--- config.mk ---
export PLATFORM = sky130hd
export DESIGN_NAME = spi_tx_master
export DESIGN_NICKNAME = d
export VERILOG_FILES = /design/src/rtl/spi_pkg.sv /design/src/rtl/spi_phase_cnt.sv /design/src/rtl/spi_tx_master.sv
export SDC_FILE = /design/constraint.sdc
export NUM_CORES = 1
export LEC_CHECK = 0
export BUFFER_PORTS_ARGS = -buffer_cell sky130_fd_sc_hd__clkbuf_2
export CAP_MARGIN = 20
export CORE_ASPECT_RATIO = 1.75
export CORE_MARGIN = 3
export CORE_UTILIZATION = 30
export CTS_BUF_LIST = sky130_fd_sc_hd__clkbuf_4
export CTS_CLUSTER_SIZE = 14
export DETAILED_ROUTE_END_ITERATION = 10
export PLACE_DENSITY = 0.51
export SYNTH_ARGS = -nofsm -noshare
export SYNTH_HDL_FRONTEND = slang
export SYNTH_SLANG_ARGS = --single-unit
--- constraint.sdc ---
create_clock -name clk -period 2.59 [get_ports clk]
set_input_delay 0.518 -clock clk [delete_from_list [all_inputs] [get_ports clk]]
set_output_delay 0.518 -clock clk [all_outputs]
set_load 0.02 [all_outputs]
--- src/rtl/spi_pkg.sv ---
// Shared definitions for the SPI transmit master: state encoding, widths and mode constants.
// Latency: n/a (package only).
// Backpressure: n/a (package only).
package spi_pkg;

   localparam int SPI_BYTE_W = 8;
   localparam int SPI_CNT_W  = 8;

   // Mode 0: SCK idles low. Data is presented before the first rising edge
   // and sampled on the rising edge.
   localparam logic CPOL = 1'b0;
   localparam logic CPHA = 1'b0;

   typedef enum logic [2:0] {
      IDLE,
      SETUP,
      LOW,
      HIGH,
      WAIT,
      HOLD,
      GAP
   } spi_tx_state_t;

   // A phase lasting n cycles loads n-1 and leaves when the counter reads zero.
   function automatic logic [SPI_CNT_W-1:0] cnt_reload(input int n);
      return SPI_CNT_W'(n - 1);
   endfunction

endpackage

--- src/rtl/spi_phase_cnt.sv ---
// Loadable 8-bit down-counter with a terminal-count flag, timing every SPI phase.
// Latency: load takes effect on the next clk. tc is combinational from the count register.
// Backpressure: none. The counter stops at zero until it is reloaded.
// Ports: clk/rst_n; load + load_val reload the count; cnt is the current count; tc = (cnt == 0).
module spi_phase_cnt
   import spi_pkg::*;
(
   input  logic                 clk,
   input  logic                 rst_n,
   input  logic                 load,
   input  logic [SPI_CNT_W-1:0] load_val,
   output logic [SPI_CNT_W-1:0] cnt,
   output logic                 tc
);

   always_ff @(posedge clk or negedge rst_n) begin
      if (!rst_n) begin
         cnt <= '0;
      end else if (load) begin
         cnt <= load_val;
      end else if (cnt != '0) begin
         cnt <= cnt - 1'b1;
      end
   end

   assign tc = (cnt == '0);

endmodule

--- src/rtl/spi_tx_master.sv ---
// SPI mode-0 master transmitter: bytes from a valid/ready stream are shifted out MSB first under active-low SSEL.
// Latency: SSEL falls and MOSI=b7 one clk after accept. The first SCK rise follows SSEL_SETUP+CLK_DIV clks later.
// Backpressure: READY is high only in IDLE, in WAIT, and on the final SCK-high clk of a non-LAST byte.
// Ports: DATA/VALID/LAST/READY byte stream in; SCK/MOSI/SSEL SPI out (MISO unused);
//        BUSY = not idle, DONE = one-clk pulse as SSEL rises.
module spi_tx_master
   import spi_pkg::*;
#(
   parameter int CLK_DIV    = 4,
   parameter int SSEL_SETUP = 2,
   parameter int SSEL_HOLD  = 2,
   parameter int SSEL_GAP   = 4
) (
   input  logic                  clk,
   input  logic                  rst_n,
   input  logic [SPI_BYTE_W-1:0] DATA,
   input  logic                  VALID,
   input  logic                  LAST,
   output logic                  READY,
   output logic                  SCK,
   output logic                  MOSI,
   input  logic                  MISO,
   output logic                  SSEL,
   output logic                  BUSY,
   output logic                  DONE
);

   spi_tx_state_t         state;
   logic [SPI_BYTE_W-1:0] shreg;
   logic                  last_q;
   logic [2:0]            bit_idx;

   logic                  cnt_load;
   logic [SPI_CNT_W-1:0]  cnt_val;
   logic [SPI_CNT_W-1:0]  cnt;
   logic                  cnt_tc;
   logic                  accept;

   // MISO is reserved. It is only kept here so the port is not left dangling.
   logic                  unused_miso;
   assign unused_miso = MISO;

   assign accept = VALID && READY;

   // Every timed state is entered through a counter load. The reload value
   // is set by the state being entered.
   always_comb begin
      cnt_load = 1'b0;
      cnt_val  = cnt_reload(CLK_DIV);
      case (state)
         IDLE: begin
            cnt_load = accept;
            cnt_val  = cnt_reload(SSEL_SETUP);
         end
         SETUP, LOW: begin
            cnt_load = cnt_tc;
         end
         HIGH: begin
            cnt_load = cnt_tc;
            if (bit_idx == 3'd0 && last_q) begin
               cnt_val = cnt_reload(SSEL_HOLD);
            end
         end
         WAIT: begin
            cnt_load = accept;
         end
         HOLD: begin
            cnt_load = cnt_tc;
            cnt_val  = cnt_reload(SSEL_GAP);
         end
         default: begin
            cnt_load = 1'b0;
         end
      endcase
   end

   spi_phase_cnt u_phase_cnt (
      .clk      (clk),
      .rst_n    (rst_n),
      .load     (cnt_load),
      .load_val (cnt_val),
      .cnt      (cnt),
      .tc       (cnt_tc)
   );

   always_ff @(posedge clk or negedge rst_n) begin
      if (!rst_n) begin
         state   <= IDLE;
         SSEL    <= 1'b1;
         SCK     <= CPOL;
         MOSI    <= 1'b0;
         READY   <= 1'b0;
         BUSY    <= 1'b0;
         DONE    <= 1'b0;
         shreg   <= '0;
         last_q  <= 1'b0;
         bit_idx <= 3'd0;
      end else begin
         DONE <= 1'b0;

         // Accepts happen only in IDLE, WAIT or the final HIGH clk of a
         // non-LAST byte. Each of them loads a fresh byte the same way.
         if (accept) begin
            shreg   <= DATA;
            last_q  <= LAST;
            MOSI    <= DATA[SPI_BYTE_W-1];
            bit_idx <= 3'd7;
            READY   <= 1'b0;
         end

         case (state)
            IDLE: begin
               if (accept) begin
                  SSEL  <= 1'b0;
                  BUSY  <= 1'b1;
                  state <= SETUP;
               end else begin
                  READY <= 1'b1;
               end
            end

            SETUP: begin
               if (cnt_tc) begin
                  state <= LOW;
               end
            end

            LOW: begin
               if (cnt_tc) begin
                  SCK   <= ~CPOL;
                  state <= HIGH;
               end
            end

            HIGH: begin
               if (cnt_tc) begin
                  SCK <= CPOL;
                  if (bit_idx != 3'd0) begin
                     bit_idx <= bit_idx - 3'd1;
                     MOSI    <= shreg[bit_idx - 3'd1];
                     state   <= LOW;
                  end else if (last_q) begin
                     state <= HOLD;
                  end else if (accept) begin
                     state <= LOW;
                  end else begin
                     // READY stays high into WAIT.
                     state <= WAIT;
                  end
               end else if (bit_idx == 3'd0 && !last_q && cnt == 8'd1) begin
                  // READY is registered, so it is raised one clk early to be
                  // high during the final HIGH clk of bit 0.
                  READY <= 1'b1;
               end
            end

            WAIT: begin
               if (accept) begin
                  state <= LOW;
               end
            end

            HOLD: begin
               if (cnt_tc) begin
                  SSEL  <= 1'b1;
                  DONE  <= 1'b1;
                  state <= GAP;
               end
            end

            GAP: begin
               if (cnt_tc) begin
                  READY <= 1'b1;
                  BUSY  <= 1'b0;
                  state <= IDLE;
               end
            end

            default: begin
               state <= IDLE;
            end
         endcase
      end
   end

endmodule
# Word-level counts from Yosys, hierarchy flattened
# Cells that the tools add are included.
[classes]
mul = 0
bitwise_logic = 0
n_reduce_logical = 20
n_eq_ne = 14
muxes = 41
div = 0
add_sub_neg = 2
n_lt_le_gt_ge = 1
shifts = 0
[op_table]
columns = ["cell", "n"]
rows = [
  ["$mux W3", 14],
  ["$pmux W3 S7", 1],
  ["$mux W1", 16],
  ["$mux W8", 2],
  ["$ne A2 B2 Y1 const B", 7],
  ["$eq A3 B3 Y1 const B", 3],
  ["$reduce_and A3 Y1", 3],
  ["$eq A8 B1 Y1 const B", 1],
  ["$logic_not A8 Y1", 1],
  ["$pmux W1 S2", 4],
  ["$reduce_bool A2 Y1", 4],
  ["$reduce_bool A8 Y1", 1],
  ["$sub A8 B1 Y8 const B", 1],
  ["$reduce_and A7 Y1", 1],
  ["$eq A3 B2 Y1 const B", 2],
  ["$logic_not A3 Y1", 2],
  ["$logic_and A1 B1 Y1", 4],
  ["$lt A3 B4 Y1 const B", 1],
  ["$pmux W2 S2", 1],
  ["$reduce_or A4 Y1", 1],
  ["$bmux W1 S3", 1],
  ["$eq A3 B1 Y1 const B", 1],
  ["$pmux W1 S3", 1],
  ["$reduce_bool A3 Y1", 1],
  ["4 further kinds", 4],
]
[word_totals]
output_inout_bits = 6
rom_bits = 0
ff_bits = 29
input_bits = 13
mem_bits_rw = 0
word_cells = 89
latchBits = 0
memories = 0

# Logic depth before layout (Yosys ltp)
# Gate-level depths: netlist (run 1).
[depth]
ltp_word = 6
ltp_mapped = 7
mapped_depth_nobuf = 6

# Cells and area by module
# A second synthesis (run 1) with hierarchy kept.
[unflattened]
cells_unflattened = 189
area_unflattened_um2 = 1644.1
[by_module_without_submodules]
columns = ["mod", "seq_area_each_um2", "n_inst", "cells_each", "area_each_um2"]
rows = [
  ["spi_tx_master", 526.8, 1, 135, 1167.4],
  ["spi_phase_cnt", 200.2, 1, 54, 476.7],
]

# Least setup slack after synthesis (run 1)
# No wires, ideal clock.
[synth_path]
kind = "flip-flop to flip-flop"
from = "register u_phase_cnt.cnt[0]"
to = "register state[0]"
required_ps = 2469
setup_ps = 121
stages_incl_launch_ff = 8
n_path_buf = 1
period_less_slack_ps = 1858
setup_slack_ps = 732
arrival_time_ps = 1737
path_cell_list = "dfrtp_1 -> inv_1 -> ha_1 -> or3b_2 -> clkbuf_1 -> a311oi_1 -> o22ai_1 -> a22o_1"
[synth_between]
elab_chain_cells = 3
word_cells_on_any_way = 7
cone_classes = "eq/ne (5); reduce/logical (2)"
[synth_rtl]
columns = ["element", "line_no", "text"]
rows = [
  ["start: declaration", "spi_phase_cnt.sv:12", "output logic [SPI_CNT_W-1:0] cnt,"],
  ["start signal: assignment", "spi_phase_cnt.sv:20", "cnt <= load_val;"],
  ["start signal: assignment", "spi_phase_cnt.sv:22", "cnt <= cnt - 1'b1;"],
  ["$logic_not A8 Y1 *", "spi_phase_cnt.sv:26", "assign tc = (cnt == '0);"],
  ["$ne A2 B2 Y1 (no line)", "n/a", ""],
  ["$reduce_and A7 Y1 (no line) *", "n/a", ""],
  ["end signal: assignment", "spi_tx_master.sv:88", "state <= IDLE;"],
  ["end signal: assignment", "spi_tx_master.sv:116", "state <= SETUP;"],
  ["end signal: assignment", "spi_tx_master.sv:124", "state <= LOW;"],
  ["end: declaration", "spi_tx_master.sv:28", "spi_tx_state_t state;"],
]
# Mark *: on every way between the ends. The rest lies on a longest branch, timed or not.
# A chain may end at the register's enable or synchronous reset.

# Worst setup path in the final report (run 1)
[layout_path]
from = "register u_phase_cnt.cnt[0]"
to = "register u_phase_cnt.cnt[1]"
[layout_between]
elab_chain_cells = 3
word_cells_on_any_way = 7
cone_classes = "add/sub (1); mux (3); reduce/logical (3)"
[layout_rtl]
columns = ["element", "line_no"]
rows = [
  ["$sub A8 B1 Y8 / $logic_not A8 Y1 (equally long branches)", "spi_phase_cnt.sv:22, spi_phase_cnt.sv:26"],
  ["$mux W8 / $pmux W1 S2 (equally long branches)", "spi_phase_cnt.sv:21, spi_tx_master.sv:50"],
  ["$mux W8 / $reduce_bool A2 Y1 (equally long branches)", "n/a"],
]
# Parallel ways exist; a longest one is shown, timed or not. The select of a mux whose other input is x is not followed.

==> flow_metrics.env, run 1 <==
export IMPL_vias=1235
export IMPL_synth_flop_cell="dfrtp_1"
export IMPL_critPathRequiredTime_ps=2850
export IMPL_power_uw=996
export IMPL_synth_cell_types=51
export IMPL_die_height_um=104
export IMPL_synthesis_area_um2=1630
export IMPL_powerDensity_nw_per_um2=548
export IMPL_hold_path_class="input pin to async pin"
export IMPL_die_area_um2=6390
export IMPL_syn_area_per_cell_um2=10.6
export IMPL_drc=0
export IMPL_fin_nets=189
export IMPL_status="completed"
export IMPL_drt_wl_total_um=3620
export IMPL_worstMarginPinSlew_ps=725
export IMPL_worstSetupPathType="flip-flop to flip-flop"
export IMPL_r2r_start="u_phase_cnt.cnt[0]"
export IMPL_power_leakage_nw=0.766
export IMPL_grt_pass1_wl_um=6330
export IMPL_start_util_pct=31.9
export IMPL_path_cells="inv_1, ha_1, nor3b_1, nand3_1, o21ai_0, mux2i_1"
export IMPL_cts_setup_buffers=0
export IMPL_cts_tree="yes"
export IMPL_ys_seq_area_share_pct=44.6
export IMPL_end_kind="flip-flop"
export IMPL_firstDrtPassIters=4
export IMPL_layout_common_cells="dfrtp_1 (28), clkbuf_2 (17), nor2_1 (14), mux2_2 (10), o21ai_0 (10)"
export IMPL_wl_per_cell_um=15.9
export IMPL_layout_commonest_cell="dfrtp_1"
export IMPL_drt_iter0_drc=25
export IMPL_insertion_delay_ps=320
export IMPL_syn_nets=171
export IMPL_finalCritPeriodShare_pct=79.2
export IMPL_crit_arrival_ps=2310
export IMPL_grt_max_degree=30
export IMPL_syn_inst=154
export IMPL_critPathMaxStageDelay_ps=520
export IMPL_grt_use_total_pct=12.9
export IMPL_fin_setup_tns_ps=0
export IMPL_max_slew_margin_pct=51.6
export IMPL_critPathTopFamily="simple AND/OR/NAND/NOR gates"
export IMPL_clk_path_buf_depth=2
export IMPL_cts_clk_slew_worst_paths_ps=100
export IMPL_crit_buf_inv=1
export IMPL_fmax_ghz=0.487
export IMPL_grt_pass1_vias=1334
export IMPL_yosysWarnings=0
export IMPL_die_width_um=61.7
export IMPL_clkSinkCount=29
export IMPL_startpoint="u_phase_cnt.cnt[0]"
export IMPL_cp_max_fo=6
export IMPL_hold_viol=0
export IMPL_viasPerCell=5.44
export IMPL_hold_buffers=0
export IMPL_drv_slew=0
export IMPL_drv_cap=0
export IMPL_ys_async_sr_fraction_pct=100
export IMPL_cts_buffers_inserted=5
export IMPL_cts_resized=0
export IMPL_finalCriticalPeriod_ps=2050
export IMPL_worst_path_max_delay_cell="nor3b_1"
export IMPL_finalClockSkew_ps=4.24
export IMPL_io_pins=19
export IMPL_hpwlAfterDp_um=2760
export IMPL_ant_nets=0
export IMPL_fillers=534
export IMPL_grt_ovfl_total=0
export IMPL_startpoint_type="flip-flop"
export IMPL_drive_above_1_share_pct=26.6
export IMPL_io_buffers=17
export IMPL_rsz0062_at_grt="no"
export IMPL_num_rows=34
export IMPL_synthToLayoutAreaGrowth_pct=11.4
export IMPL_core_um2=5100
export IMPL_diodes=0
export IMPL_ir_worst_vdd_v=0.000373
export IMPL_setup_viol=0
export IMPL_antenna_found_initial=0
export IMPL_ys_ff_latch=29
export IMPL_cts_root_buf="clkbuf_4"
export IMPL_hold_slack_ps=228
export IMPL_gp_congestion=0.796
export IMPL_ctsHtreeMaxLevel=2
export IMPL_synth_edf_count=0
kinds of logic after synthesis:
group	count (synthesis)	share of synthesized area (%)
flops	29	44.6
simple gates	51	19.6
mux	17	13.0
fa+ha+maj	4	3.07
xor+xnor	3	1.61
buf+inv	14	3.68
compound gates	36	14.4
state kept, by name (all words and copies together), names as in the netlist:
register / count
SCK: 1
shreg: 8
bit_idx: 3
DONE: 1
last_q: 1
state: 3
SSEL: 1
READY: 1
MOSI: 1
u_phase_cnt.cnt: 8
BUSY: 1
area by class of cell:
cell class / instances / area, um2 / area share (%)
inverters: 6 / 22.5 / 1.24
multi-input cells: 111 / 843 / 46.4
clock buffers: 7 / 52.6 / 2.89
clock inverters: 1 / 3.75 / 0.207
well taps: 54 / 67.6 / 3.72
repair buffers: 19 / 100 / 5.51
flip-flops and latches: 29 / 727 / 40.0
power breakdown:
group          internal, mW  leakage (nW)  switching [mW]
Sequential            0.515         0.332          0.0399
Combinational        0.0906         0.401          0.0617
Clock                 0.125        0.0338           0.163
Total                 0.731         0.766           0.265
synthesized netlist by cell type, drive strengths merged, types with 2 or more instances:
library cell / instances / area (um2)
a21oi: 8 / 40.0
nand3: 3 / 15.0
nand2: 5 / 18.8
dfrtp: 28 / 701
nor2b: 3 / 18.8
nor3: 2 / 10.0
mux2i: 4 / 40.0
mux2: 11 / 128
buf: 2 / 15.0
o22ai: 2 / 12.5
nand4: 3 / 33.8
clkbuf: 6 / 22.5
o21ai: 10 / 50.1
mux4: 2 / 45.0
nor2: 14 / 52.6
inv: 6 / 22.5
nor4: 2 / 27.5
nand2b: 5 / 31.3
or3: 3 / 18.8
ha: 4 / 50.1
o22a: 3 / 26.3
xnor2: 3 / 26.3
stage by stage:
stage | cells | cell area [um2] | setup WS, ps | util, %
after floorplan | 154 | 1630 | 732 | -
after detailed placement | 219 | 1760 | 522 | 34.5
after CTS | 227 | 1820 | 487 | 35.6
after global placement | 219 | 1760 | 544 | 34.5
final | 227 | 1820 | 538 | 35.6
after global routing | 227 | 1820 | 299 | 35.6
worst reg2reg max path: stages, from the launching register on:
cell,delay (ps)
dfrtp_1,410
inv_1,100
ha_1,230
nor3b_1,520
nand3_1,210
o21ai_0,260
mux2i_1,240
metal layers:
layer	vias to the layer above	share of wire, %	track usage (%)
met4	0	2.2	3.95
met3	7	3.4	2.99
met1	600	40	15.4
met5	-	0	0
li1	602	-	-
met2	26	55	22.0
final timing paths:
kind | depth (start not counted) | slack (ps) | to
max | 6 | 540 | u_phase_cnt.cnt[1]
min | 1 | 230 | u_phase_cnt.cnt[6]
max reg2reg | 6 | 540 | u_phase_cnt.cnt[1]
min reg2reg | 2 | 480 | SCK
max in group asynchronous | 1 | 1890 | bit_idx[2]
min in group clk | 2 | 420 | last_q
No activity file was read; power rests on OpenSTA's default activity.
==> run 2, diff against run 1 <==
ABC_AREA = 1   (was unset)
PLACE_DENSITY = 0.52   (was 0.51)
clock period = 1.8 ns   (was 2.59 ns; I/O delays follow)
==> run 2 against run 1 <==
Global-route usage shrank 0.64 points; non-clock buffer count is 4 higher; final area is 8.0% higher; critical path type unchanged; largest power group is now combinational cells.
==> flow_metrics.env, run 2 <==
export IMPL_drt_iter0_drc=21
export IMPL_yosysWarnings=0
export IMPL_worstSetupPathType="flip-flop to flip-flop"
export IMPL_layout_commonest_cell="nand2_1"
export IMPL_viasPerCell=4.43
export IMPL_hold_buffers=0
export IMPL_ys_ff_latch=29
export IMPL_critPathMaxStageDelay_ps=420
export IMPL_fin_nets=272
export IMPL_die_area_um2=6620
export IMPL_grt_max_degree=30
export IMPL_setup_viol=0
export IMPL_clkSinkCount=29
export IMPL_firstDrtPassIters=4
export IMPL_synth_edf_count=0
export IMPL_cts_root_buf="clkbuf_4"
export IMPL_synthTopCellsByArea="dfrtp_1 (41%), nand2_1 (14%), inv_1 (8.0%)"
export IMPL_worstMarginPinSlew_ps=376
export IMPL_power_leakage_nw=1.02
export IMPL_syn_area_per_cell_um2=7.46
export IMPL_syn_nets=244
export IMPL_antenna_found_initial=0
export IMPL_synth_common_cells="nand2_1 (63), inv_1 (36), dfrtp_1 (28)"
export IMPL_start_util_pct=31.7
export IMPL_path_cells="inv_1, ha_1, inv_1, nor2_4, nand2_4, or2_1, a21oi_1"
export IMPL_drv_cap=0
export IMPL_hold_path_class="input pin to async pin"
export IMPL_die_width_um=62.8
export IMPL_synthesis_area_um2=1690
export IMPL_grt_ovfl_total=0
export IMPL_drt_wl_total_um=3670
export IMPL_finalCriticalPeriod_ps=1570
export IMPL_fmax_ghz=0.635
export IMPL_fin_setup_tns_ps=0
export IMPL_io_buffers=17
export IMPL_finalCritPeriodShare_pct=87.5
export IMPL_hold_viol=0
export IMPL_max_slew_margin_pct=74.9
export IMPL_core_um2=5340
export IMPL_ctsHtreeMaxLevel=2
export IMPL_rsz0062_at_grt="no"
export IMPL_startpoint_type="flip-flop"
export IMPL_clk_path_buf_depth=2
export IMPL_drc=0
export IMPL_drive_above_1_share_pct=20.3
export IMPL_powerDensity_nw_per_um2=1530
export IMPL_io_pins=19
export IMPL_vias=1462
export IMPL_cts_setup_buffers=0
export IMPL_synth_top_cell_by_area="dfrtp_1"
export IMPL_critPathMostFrequentCell="inv_1"
export IMPL_hpwlAfterDp_um=2870
export IMPL_timing_final_ws_setup_ps=225
export IMPL_wl_per_cell_um=11.1
export IMPL_ir_worst_vdd_v=0.000723
export IMPL_r2r_start="u_phase_cnt.cnt[0]"
export IMPL_insertion_delay_ps=340
export IMPL_syn_inst=227
export IMPL_drv_slew=0
export IMPL_synth_most_common_cell="nand2_1"
export IMPL_ant_nets=0
export IMPL_grt_pass1_vias=1460
export IMPL_synth_flop_cell="dfrtp_1"
export IMPL_critPathRequiredTime_ps=2060
export IMPL_critPathTopFamily="simple AND/OR/NAND/NOR gates"
export IMPL_worst_path_max_delay_cell="dfrtp_1"
export IMPL_end_kind="flip-flop"
export IMPL_diodes=0
export IMPL_grt_use_total_pct=12.3
export IMPL_ys_async_sr_fraction_pct=100
export IMPL_power_mw=3.00
export IMPL_cp_max_fo=10
export IMPL_ys_seq_area_share_pct=42.9
export IMPL_cts_clk_slew_worst_paths_ps=110
export IMPL_die_height_um=105
export IMPL_startpoint="u_phase_cnt.cnt[0]"
export IMPL_grt_pass1_wl_um=6400
export IMPL_post_route_util_pct=36.7
export IMPL_layout_common_cells="nand2_1 (63), inv_1 (36), dfrtp_1 (28), nor2_1 (24), nand3_1 (19)"
export IMPL_pre_cts_ws_ps=234
export IMPL_crit_arrival_ps=1840
export IMPL_synthToLayoutAreaGrowth_pct=15.9
export IMPL_cts_tree="yes"
export IMPL_gp_congestion=0.809
export IMPL_num_rows=35
export IMPL_cts_buffers_inserted=5
export IMPL_synth_cell_types=28
export IMPL_top_regs="shreg: 8 flops, u_phase_cnt.cnt: 8 flops"
export IMPL_yosysTopAreaCellShare_pct=41.4
export IMPL_finalClockSkew_ps=14.7
export IMPL_crit_buf_inv=2
export IMPL_status="completed"
export IMPL_cts_resized=0
## run 2: cell count changes after synthesis, sizes merged, moves of 4 or more
| cell | previous run | this run |
|---|---|---|
| clkbuf | 6 | 1 |
| mux2 | 11 | 0 |
| nand2 | 5 | 68 |
| nand3 | 3 | 23 |
| nor2 | 14 | 30 |
| mux2i | 4 | 0 |
| o21ai | 10 | 14 |
| inv | 6 | 38 |
| nand2b | 5 | 0 |
## run 2: logic make-up (layout without fill, tap and decap cells)
logic type	after synthesis	after routing	share of synthesized area [%]
compound gates	23	23	7.61
xor+xnor	4	4	2.07
fa+ha+maj	4	4	2.96
buf+inv	40	69	8.94
flops	29	29	42.9
simple gates	127	127	35.5
## run 2: per-stage QoR
stage | area (um2) | std cells | hold slack [ps]
2_1_floorplan | 1690 | 227 | 64.4
3_3_place_gp | 1910 | 322 | 394
3_5_place_dp | 1910 | 322 | 393
4_1_cts | 1960 | 330 | 14.1
5_1_grt | 1960 | 330 | 26.1
6_report | 1960 | 330 | 11.3
## run 2: final cells by class
cell class / count / area, um2
repair buffers: 23 / 130
multi-input cells: 158 / 815
clock buffers: 5 / 37.5
well taps: 74 / 92.6
fillers: 613 / 3380
clock inverters: 3 / 17.5
flip-flops and latches: 29 / 727
inverters: 38 / 143
## run 2: final timing paths
kind / endpoint / slack [ps] / cells past startpoint
worst max-delay path: SSEL / 230 / 7
worst min-delay path: shreg[2] / 10 / 2
worst max register to register: SSEL / 230 / 7
worst min register to register: SSEL / 470 / 2
max in group asynchronous: SSEL / 1470 / 2
min in group clk: shreg[5] / 220 / 3
## run 2: power by group
part           leakage [nW]  total, mW  internal [mW]  switching [mW]
clock                0.0310      0.390          0.147           0.243
combinational         0.648       1.52          0.550           0.974
sequential            0.345       1.09          0.910           0.176
## run 2: worst reg2reg max path, cell delays in order (launching register included)
cell and delay [ps]:
dfrtp_1 420, inv_1 90, ha_1 210, inv_1 100
nor2_4 180, nand2_4 130, or2_1 250, a21oi_1 130
## run 2: metal layers
layer  GRT usage (%)  vias to the layer above  part of all wire [%]
met2            22.7                       18                    54
li1                -                      762                     -
met3            2.56                        8                   2.3
met1            12.8                      674                    41
met4            6.32                        0                   2.9
met5               0                        -                     0
==> run 3, diff against run 2 <==
ABC_AREA = unset   (was 1)
RECOVER_POWER = 50   (was unset)
==> run 3 against run 2 <==
The run now ends with capacitance limit, slew limit left; clock-buffer cell count up 1; critical endpoint is now bit_idx[2]; clock power about the same; global-route usage up 1.3 points; register-to-register slack got worse by 180 ps; final area up 4.3%; largest power group is now sequential cells; worst setup slack worse by 180 ps; worst hold slack improved by 260 ps.
==> flow_metrics.env, run 3 (synthesized netlist as in run 1, its figures left out) <==
export IMPL_status="finished with violations"
export IMPL_violations="capacitance limit, slew limit"
export IMPL_grtUsageMet2_pct=24.7
export IMPL_start_util_pct=31.9
export IMPL_cts_root_buf="clkbuf_4"
export IMPL_ant_nets=0
export IMPL_clk_path_buf_depth=2
export IMPL_synthToLayoutAreaGrowth_pct=25.5
export IMPL_hpwlAfterDp_um=3010
export IMPL_startpoint_type="flip-flop"
export IMPL_cts_tree="yes"
export IMPL_core_um2=5100
export IMPL_fmax_ghz=0.570
export IMPL_end_kind="flip-flop"
export IMPL_drt_wl_total_um=3960
export IMPL_grt_pass1_wl_um=6530
export IMPL_io_pins=19
export IMPL_num_rows=34
export IMPL_ctsHtreeMaxLevel=2
export IMPL_drive_above_1_share_pct=39.8
export IMPL_gr_max_usage_layer="met2"
export IMPL_die_width_um=61.7
export IMPL_drv_cap=1
export IMPL_ir_worst_vdd_v=0.000500
export IMPL_crit_arrival_ps=1980
export IMPL_pre_cts_ws_ps=-43.8
export IMPL_firstDrtPassIters=6
export IMPL_grt_util_met3_pct=2.86
export IMPL_worstSetupPathType="flip-flop to flip-flop"
export IMPL_cts_buffers_inserted=5
export IMPL_power_mw=1.44
export IMPL_finalClockSkew_ps=9.61
export IMPL_antenna_found_initial=0
export IMPL_layout_common_cells="dfrtp_1 (27), clkbuf_2 (16), buf_4 (15), nor2_1 (13), mux2_2 (10)"
export IMPL_hold_viol=0
export IMPL_viasPerCell=5.38
export IMPL_reg2reg_setup_slack_ps=40
export IMPL_fillers=536
export IMPL_post_route_util_pct=40.1
export IMPL_hold_path_class="input pin to flip-flop"
export IMPL_die_height_um=104
export IMPL_critPathRequiredTime_ps=2020
export IMPL_fin_nets=207
export IMPL_grt_pass1_vias=1358
export IMPL_drv_slew=30
export IMPL_grt_ovfl_total=0
export IMPL_power_leakage_nw=0.911
export IMPL_cts_clk_slew_worst_paths_ps=100
export IMPL_max_slew_margin_pct=-0.708
export IMPL_diodes=0
export IMPL_layout_commonest_cell="dfrtp_1"
export IMPL_grt_max_degree=30
export IMPL_finalCritPeriodShare_pct=97.5
export IMPL_worstMarginPinSlew_ps=1510
export IMPL_grt_use_total_pct=13.6
export IMPL_gp_congestion=0.787
export IMPL_powerDensity_nw_per_um2=702
export IMPL_die_area_um2=6390
export IMPL_top_regs="shreg: 8 flops, u_phase_cnt.cnt: 8 flops"
export IMPL_vias=1319
export IMPL_rsz0062_at_grt="yes"
export IMPL_drc=0
export IMPL_drt_iter0_drc=24
export IMPL_clkSinkCount=29
export IMPL_insertion_delay_ps=330
export IMPL_wl_per_cell_um=16.2
export IMPL_setup_viol=0
export IMPL_cp_max_fo=4
export IMPL_grtUsageMet1_pct=14.7
export IMPL_finalCriticalPeriod_ps=1760
export IMPL_timing_final_ws_setup_ps=45.0
export IMPL_io_buffers=17
## run 3: changes by cell type in the layout (fill, tap and decap cells not counted), moves of 4 or more
cell,delta
nor2_1,-11
mux2_2,+10
nand2_1,-58
nand3_1,-16
mux2i_1,+4
buf_4,+9
inv_1,-32
nand2b_1,+5
## run 3: through the flow
stage	cells	setup TNS, ps	cell area (um2)	hold slack, ps
after floorplan	154	0	1650	64.4
after global placement	236	-27.7	1910	453
after detailed placement	236	-87.4	1910	450
after CTS	244	-35.7	1970	93.6
after global routing	245	-98.3	2050	254
final	245	0	2050	267
## run 3: final cells by class
cell class	count	area [um2]	share of cell area, %
flip-flops and latches	29	728	35.6
inverters	6	22.5	1.10
repair buffers	37	254	12.4
multi-input cells	111	918	44.9
well taps	54	67.6	3.30
clock buffers	6	45.0	2.20
clock inverters	2	10.0	0.489
## run 3: final timing paths
check,from,end,cells past startpoint
hold reg to reg,SCK,SCK,2
setup reg to reg,u_phase_cnt.cnt[0],bit_idx[2],7
max in group asynchronous,rst_n,u_phase_cnt.cnt[6],1
min in group asynchronous,rst_n,u_phase_cnt.cnt[6],1
hold / removal,DATA[3],shreg[3],2
setup / recovery,u_phase_cnt.cnt[0],bit_idx[2],7
## run 3: where the power goes
group | internal, mW | switching [mW]
Combinational | 0.145 | 0.105
Sequential | 0.741 | 0.0520
Clock | 0.164 | 0.229
## run 3: what timing repair did
action / CTS / global route
pin swaps: 0 / 9
resized for setup: 4 / 15
endpoints found under the hold margin: 0 / 0
setup endpoints to repair: 5 / 10
hold buffers: 0 / 0
cloned: 0 / 0
setup buffers: 0 / 1
## run 3: routing by layer
metal	part of all wire, %	up-vias
met5	0	-
li1	-	644
met3	3.1	5
met4	1.3	0
met2	60	20
met1	36	650
## run 3: critical path, stage by stage, from the launching register on
cell and delay (ps):
dfrtp_1 420, inv_2 90, ha_4 150, buf_6 100, and4bb_2 280, nand4_4 110
mux2_4 320, o22a_1 190
